### config.mk
export PLATFORM = sky130hd
export DESIGN_NAME = opg_frame_sched
export DESIGN_NICKNAME = d
export VERILOG_FILES = /design/src/rtl/opg_frame_sched_pkg.sv /design/src/rtl/rr_arb2.sv /design/src/rtl/opg_frame_sched.sv
export SDC_FILE = /design/constraint.sdc
export NUM_CORES = 1
export LEC_CHECK = 0
export ABC_AREA = 1
export CORE_MARGIN = 2
export CORE_UTILIZATION = 40
export DETAILED_ROUTE_END_ITERATION = 7
export PLACE_DENSITY_LB_ADDON = 0.1
export SYNTH_ARGS = -nofsm -noshare
export SYNTH_HDL_FRONTEND = slang
export SYNTH_SLANG_ARGS = --single-unit
### constraint.sdc
create_clock -name clk -period 5.09 [get_ports clk]
set_input_delay 1.018 -clock clk [delete_from_list [all_inputs] [get_ports clk]]
set_output_delay 1.018 -clock clk [all_outputs]
set_load 0.02 [all_outputs]
### src/rtl/opg_frame_sched_pkg.sv
// Shared types and defaults for the OPG frame scheduler.
package opg_frame_sched_pkg;

    localparam int unsigned FRAME_LEN_DEF   = 4320;
    localparam int unsigned GAP_CYC_DEF     = 4;
    localparam int unsigned TIMEOUT_CYC_DEF = 16;
    localparam int unsigned CNT_W           = 13;

    typedef enum logic [2:0] {
        IDLE   = 3'd0,
        ARB    = 3'd1,
        START  = 3'd2,
        STREAM = 3'd3,
        GAP    = 3'd4
    } state_t;

endpackage

### src/rtl/rr_arb2.sv
// Two-requester round-robin arbiter; pointer moves only on the advance strobe.
module rr_arb2 (
    input  logic       clk,
    input  logic       rst,
    input  logic [1:0] req,
    input  logic       adv,
    output logic [1:0] gnt
);

    logic last;  // 1 when requester 1 was served most recently

    always_ff @(posedge clk) begin
        if (rst) begin
            last <= 1'b1;
        end else if (adv && (gnt != 2'b00)) begin
            last <= gnt[1];
        end
    end

    always_comb begin
        gnt = 2'b00;
        if (req == 2'b11) begin
            gnt = last ? 2'b01 : 2'b10;
        end else if (req[0]) begin
            gnt = 2'b01;
        end else if (req[1]) begin
            gnt = 2'b10;
        end
    end

endmodule

### src/rtl/opg_frame_sched.sv
// Schedules payload-generator frames between two requesters and routes the bit stream.
module opg_frame_sched
    import opg_frame_sched_pkg::*;
#(
    parameter int unsigned FRAME_LEN   = FRAME_LEN_DEF,
    parameter int unsigned GAP_CYC     = GAP_CYC_DEF,
    parameter int unsigned TIMEOUT_CYC = TIMEOUT_CYC_DEF
) (
    input  logic       clk,
    input  logic       rst,
    input  logic [1:0] req,
    output logic [1:0] gnt,
    output logic       opg_rd_en,
    input  logic       opg_do,
    input  logic       opg_do_vld,
    output logic       pl_data,
    output logic [1:0] pl_vld,
    output logic [1:0] frame_done,
    output logic       busy,
    input  logic       err_clr,
    output logic       err_timeout,
    output logic       err_short
);

    localparam int unsigned TMAX = (TIMEOUT_CYC > GAP_CYC) ? TIMEOUT_CYC : GAP_CYC;
    localparam int unsigned TW   = $clog2(TMAX + 1);
    localparam logic [CNT_W-1:0] LAST_BIT = CNT_W'(FRAME_LEN - 1);

    state_t           state, state_d;
    logic [CNT_W-1:0] cnt, cnt_d;
    logic [TW-1:0]    tcnt, tcnt_d;
    logic [1:0]       gnt_d, arb_gnt;
    logic             adv, done_c, set_to, set_sh, in_frame;

    rr_arb2 u_arb (
        .clk (clk),
        .rst (rst),
        .req (req),
        .adv (adv),
        .gnt (arb_gnt)
    );

    assign in_frame = (state == START) || (state == STREAM);

    // Next state, beat counter and shared wait/gap timer.
    always_comb begin
        state_d = state;
        cnt_d   = cnt;
        tcnt_d  = tcnt;
        gnt_d   = gnt;
        adv     = 1'b0;
        done_c  = 1'b0;
        set_to  = 1'b0;
        set_sh  = 1'b0;
        case (state)
            IDLE: begin
                if (req != 2'b00) state_d = ARB;
            end
            ARB: begin
                adv    = 1'b1;
                cnt_d  = '0;
                tcnt_d = '0;
                if (arb_gnt != 2'b00) begin
                    gnt_d   = arb_gnt;
                    state_d = START;
                end else begin
                    state_d = IDLE;
                end
            end
            START, STREAM: begin
                if (opg_do_vld) begin
                    if (cnt == LAST_BIT) begin
                        done_c  = 1'b1;
                        state_d = GAP;
                    end else begin
                        cnt_d   = cnt + 1'b1;
                        state_d = STREAM;
                    end
                end else if (state == STREAM) begin
                    set_sh  = 1'b1;
                    state_d = GAP;
                end else if (tcnt == TW'(TIMEOUT_CYC - 1)) begin
                    set_to  = 1'b1;
                    state_d = GAP;
                end else begin
                    tcnt_d = tcnt + 1'b1;
                end
            end
            GAP: begin
                if (tcnt == TW'(GAP_CYC - 1)) state_d = IDLE;
                else                           tcnt_d  = tcnt + 1'b1;
            end
            default: state_d = IDLE;
        endcase
        // Grant is released and the timer restarts as the gap begins.
        if ((state_d == GAP) && (state != GAP)) begin
            gnt_d  = 2'b00;
            tcnt_d = '0;
        end
    end

    always_ff @(posedge clk) begin
        if (rst) begin
            state       <= IDLE;
            cnt         <= '0;
            tcnt        <= '0;
            gnt         <= 2'b00;
            opg_rd_en   <= 1'b0;
            busy        <= 1'b0;
            pl_data     <= 1'b0;
            pl_vld      <= 2'b00;
            frame_done  <= 2'b00;
            err_timeout <= 1'b0;
            err_short   <= 1'b0;
        end else begin
            state       <= state_d;
            cnt         <= cnt_d;
            tcnt        <= tcnt_d;
            gnt         <= gnt_d;
            opg_rd_en   <= (state_d == START) || (state_d == STREAM);
            busy        <= (state_d != IDLE);
            pl_data     <= opg_do;
            pl_vld      <= (in_frame && opg_do_vld) ? gnt : 2'b00;
            frame_done  <= done_c ? gnt : 2'b00;
            err_timeout <= err_clr ? 1'b0 : (err_timeout | set_to);
            err_short   <= err_clr ? 1'b0 : (err_short | set_sh);
        end
    end

endmodule
==> results.md <==
- Status: finished, final reports clean
- PD cells: roughly 280 nW/µm²
- Final-report setup violation count: 0
- Die H: 69.9 µm
- Worst setup margin: 2.70 ns
- Post-route ant nets: 0
- Fillers: 438
- WP buf/inv: 2
- Vias post-DR: 1679
- CP cell instances: clkdlybuf4s50_1, inv_1, nand3_1, nor2_1
- XOR/XNOR Fraction of Synth Area: 1.51%
- Actual slew at the worst max-slew pin: roughly 0.76 ns
- CP endpoint kind: register
- Metal2 WL: around 1600 µm
- Static Leak: 0.000777 µW
- Final Critical Period: 2.39 ns
- VDD IR max: 0.000172 V
- Worst-case clock buffer depth: 2
- CP Class: in2reg
- Count of cell types in the netlist: 29
- R2R depth: 9
- Avg Cell Area, Syn: 6.64 µm²
- Hold Crit Class: reg2reg
- Worst Path Required: between 5 and 6 ns
- Initial antenna violation count: 0
- Hold path cells: 2
- Tcrit/Tclk final: 47.0%
- CTS resizes: 0
- Yosys top cell area share: 38.0%
- Met3 wire length: 201 µm
- Vias in the first global route: approximately 1500
- Multiplexer share of the synthesized area: 0%
- Std cell rows: 23
- # IOs: 18
- Setup_tns: 0 ns
- Layout cells sized above 1: roughly 6.7%
- Max layer used: met4
- Reg2Reg Setup Slack: slightly above 3 ns
- Most used DFF post-synth: dfxtp_1
- Overall die width: 69.9 µm
- Port Buffers: 17
- DRT iter0 DRCs: 90
- Largest family of logic cells by synthesized area: simple AND/OR/NAND/NOR gates
- CTS tree: done
- Fin. Hold Viols: 0
- Starting Density: 42.6%
- P&R area growth vs syn: 17.3%
- RSZ-0062 raised after global routing: no
- First-pass GRT wire length: 6870 µm
- Fin. max-slew vios: 0
- Layout Nets: 293
- Hold_sp: err_timeout
- Simple-gate share of the synthesized area: 40.5%
- Syn Std Cell Area: approximately 1700 µm²
- Reg2reg end: tcnt[4]
- Post-Syn Instances: 262
- Commonest cells after routing, fill and taps aside: 55 x nor2_1, 48 x nand2_1, 33 x dfxtp_1
- Critical path data arrival time: 2.57 ns
- DP Wirelength: 2910 µm
- Synth warn: 0
- Family with the most delay on the worst path: buffers and inverters
- CORE AREA: slightly above 4000 µm²
- Max incr delay on CP: 0.96 ns
- Root Driver: clkbuf_8
- Number of setup buffers added after CTS: 0
- Max-slew headroom: 49.5%
- Crit path max fanout: 21
- Pre-CTS WS: about 2.4 ns
- Area leader, netlist: dfxtp_1
- Synth Area in Compound Gates: 9.64%
- GRT Total Usage: between 15 and 20%
- Worst r2r src: tcnt[0]
- # DRC: 0
- Die area: 4890 µm²
- Maxcap violations: 0
- Post-synthesis async set-or-reset flop share: 0%
- Reg clk slew, reported paths: 0.07 ns
- WL/cell: 11.7 µm
- First drt pass iteration count: 4
- Total CTS buffers: 5
- Post-Synth Adder-Cell Area: between 2 and 2.5%
- CP startpoint kind: input pin
- Largest net degree at the start of global routing: 22
- Wire length on met1: 2050 µm
- GR Overflow Total: 0
- Sequential area share after synthesis: 38.0%
- Largest cells by area after synthesis: dfxtp_1 38%, nor2_1 12%, nand2_1 10%
- EDFF count, synth: 0
- Clock Sinks: 33
- Max Fclk: around 0.42 GHz
- Number of synthesized register bits: 33
- Most common cell after layout, fill and taps aside: nor2_1
- Hold Path End: err_timeout
- Clk_lat worst skew: 0.29 ns
- CTS HTree Levels: 2
- Cts hold-fix bufs: 0
- Via/cell ratio: roughly 5
- Syn nets: approximately 270
- Critical-path top delay cell: clkdlybuf4s50_1
- Worst clock skew: 0.00490 ns
- Total Wirelength: 3900 µm
- Final RePlAce weighted congestion: a little over 0.8
- Diode count: 0
[metal layers]
metal,vias up,track usage [%]
met5,-,0
met2,37,24.6
li1,893,-
met1,742,24.7
met3,7,4.47
met4,0,6.84
[registers in the layout, indices dropped and copies added (netlist names)]
register / count
busy: 1
frame_done: 2
opg_rd_en: 1
err_short: 1
cnt: 13
tcnt: 5
pl_data: 1
u_arb.last: 1
state: 3
pl_vld: 2
err_timeout: 1
gnt: 2
[cell type report]
cell class / count / area (µm²) / area share, %
clock buffers: 5 / 68.8 / 3.37
clock inverters: 3 / 17.5 / 0.859
inverters: 33 / 124 / 6.07
multi-input cells: 193 / 936 / 45.9
flip-flops and latches: 33 / 661 / 32.4
well taps: 50 / 62.6 / 3.07
repair buffers: 17 / 170 / 8.34
[cell families (layout without fill, tap and decap cells)]
logic type	Yosys count	in the layout
xor+xnor	3	3
buf+inv	36	58
flops	33	33
compound gates	31	31
fa+ha+maj	3	3
simple gates	156	156
[worst max-delay path by stage]
stage,start,endpoint,cells past startpoint
2_1_floorplan,opg_do_vld,cnt[2],6
3_3_place_gp,rst,cnt[2],6
3_5_place_dp,rst,tcnt[4],4
4_1_cts,rst,tcnt[4],4
5_1_grt,rst,tcnt[4],4
6_report,rst,tcnt[4],4
[metrics by stage]
stage	hold slack [ns]	total power, µW	instance area, µm²	instances	util [%]
after global routing	0.498	600	2040	334	49.9
after detailed placement	0.441	379	1950	326	47.8
after floorplan	0.445	353	1740	262	-
after CTS	0.458	575	2040	334	49.9
after global placement	0.442	379	1950	326	47.8
final	0.452	567	2040	334	49.9
[Yosys cell counts (2+ instances only)]
master	instances
nor2_1	55
nand2_1	48
dfxtp_1	33
inv_1	31
nand3_1	25
a21oi_1	21
nor3_1	9
nand4_1	6
ha_1	3
o21ai_0	3
o21ai_1	3
clkbuf_1	2
nand2_4	2
nand3b_1	2
nor2_2	2
nor4_1	2
or2_2	2
xor2_1	2
[power breakdown]
| group | internal, µW | switching (µW) |
|---|---|---|
| sequential | 270 | 9.58 |
| clock | 94.3 | 101 |
| combinational | 31.5 | 61.9 |
| total | 395 | 172 |
[worst min-delay path, cell delays in order (launching register included)]
cell	delay (ns)
dfxtp_1	0.31
inv_1	0.05
a21oi_1	0.05
Power figures use the tool's default switching activity.
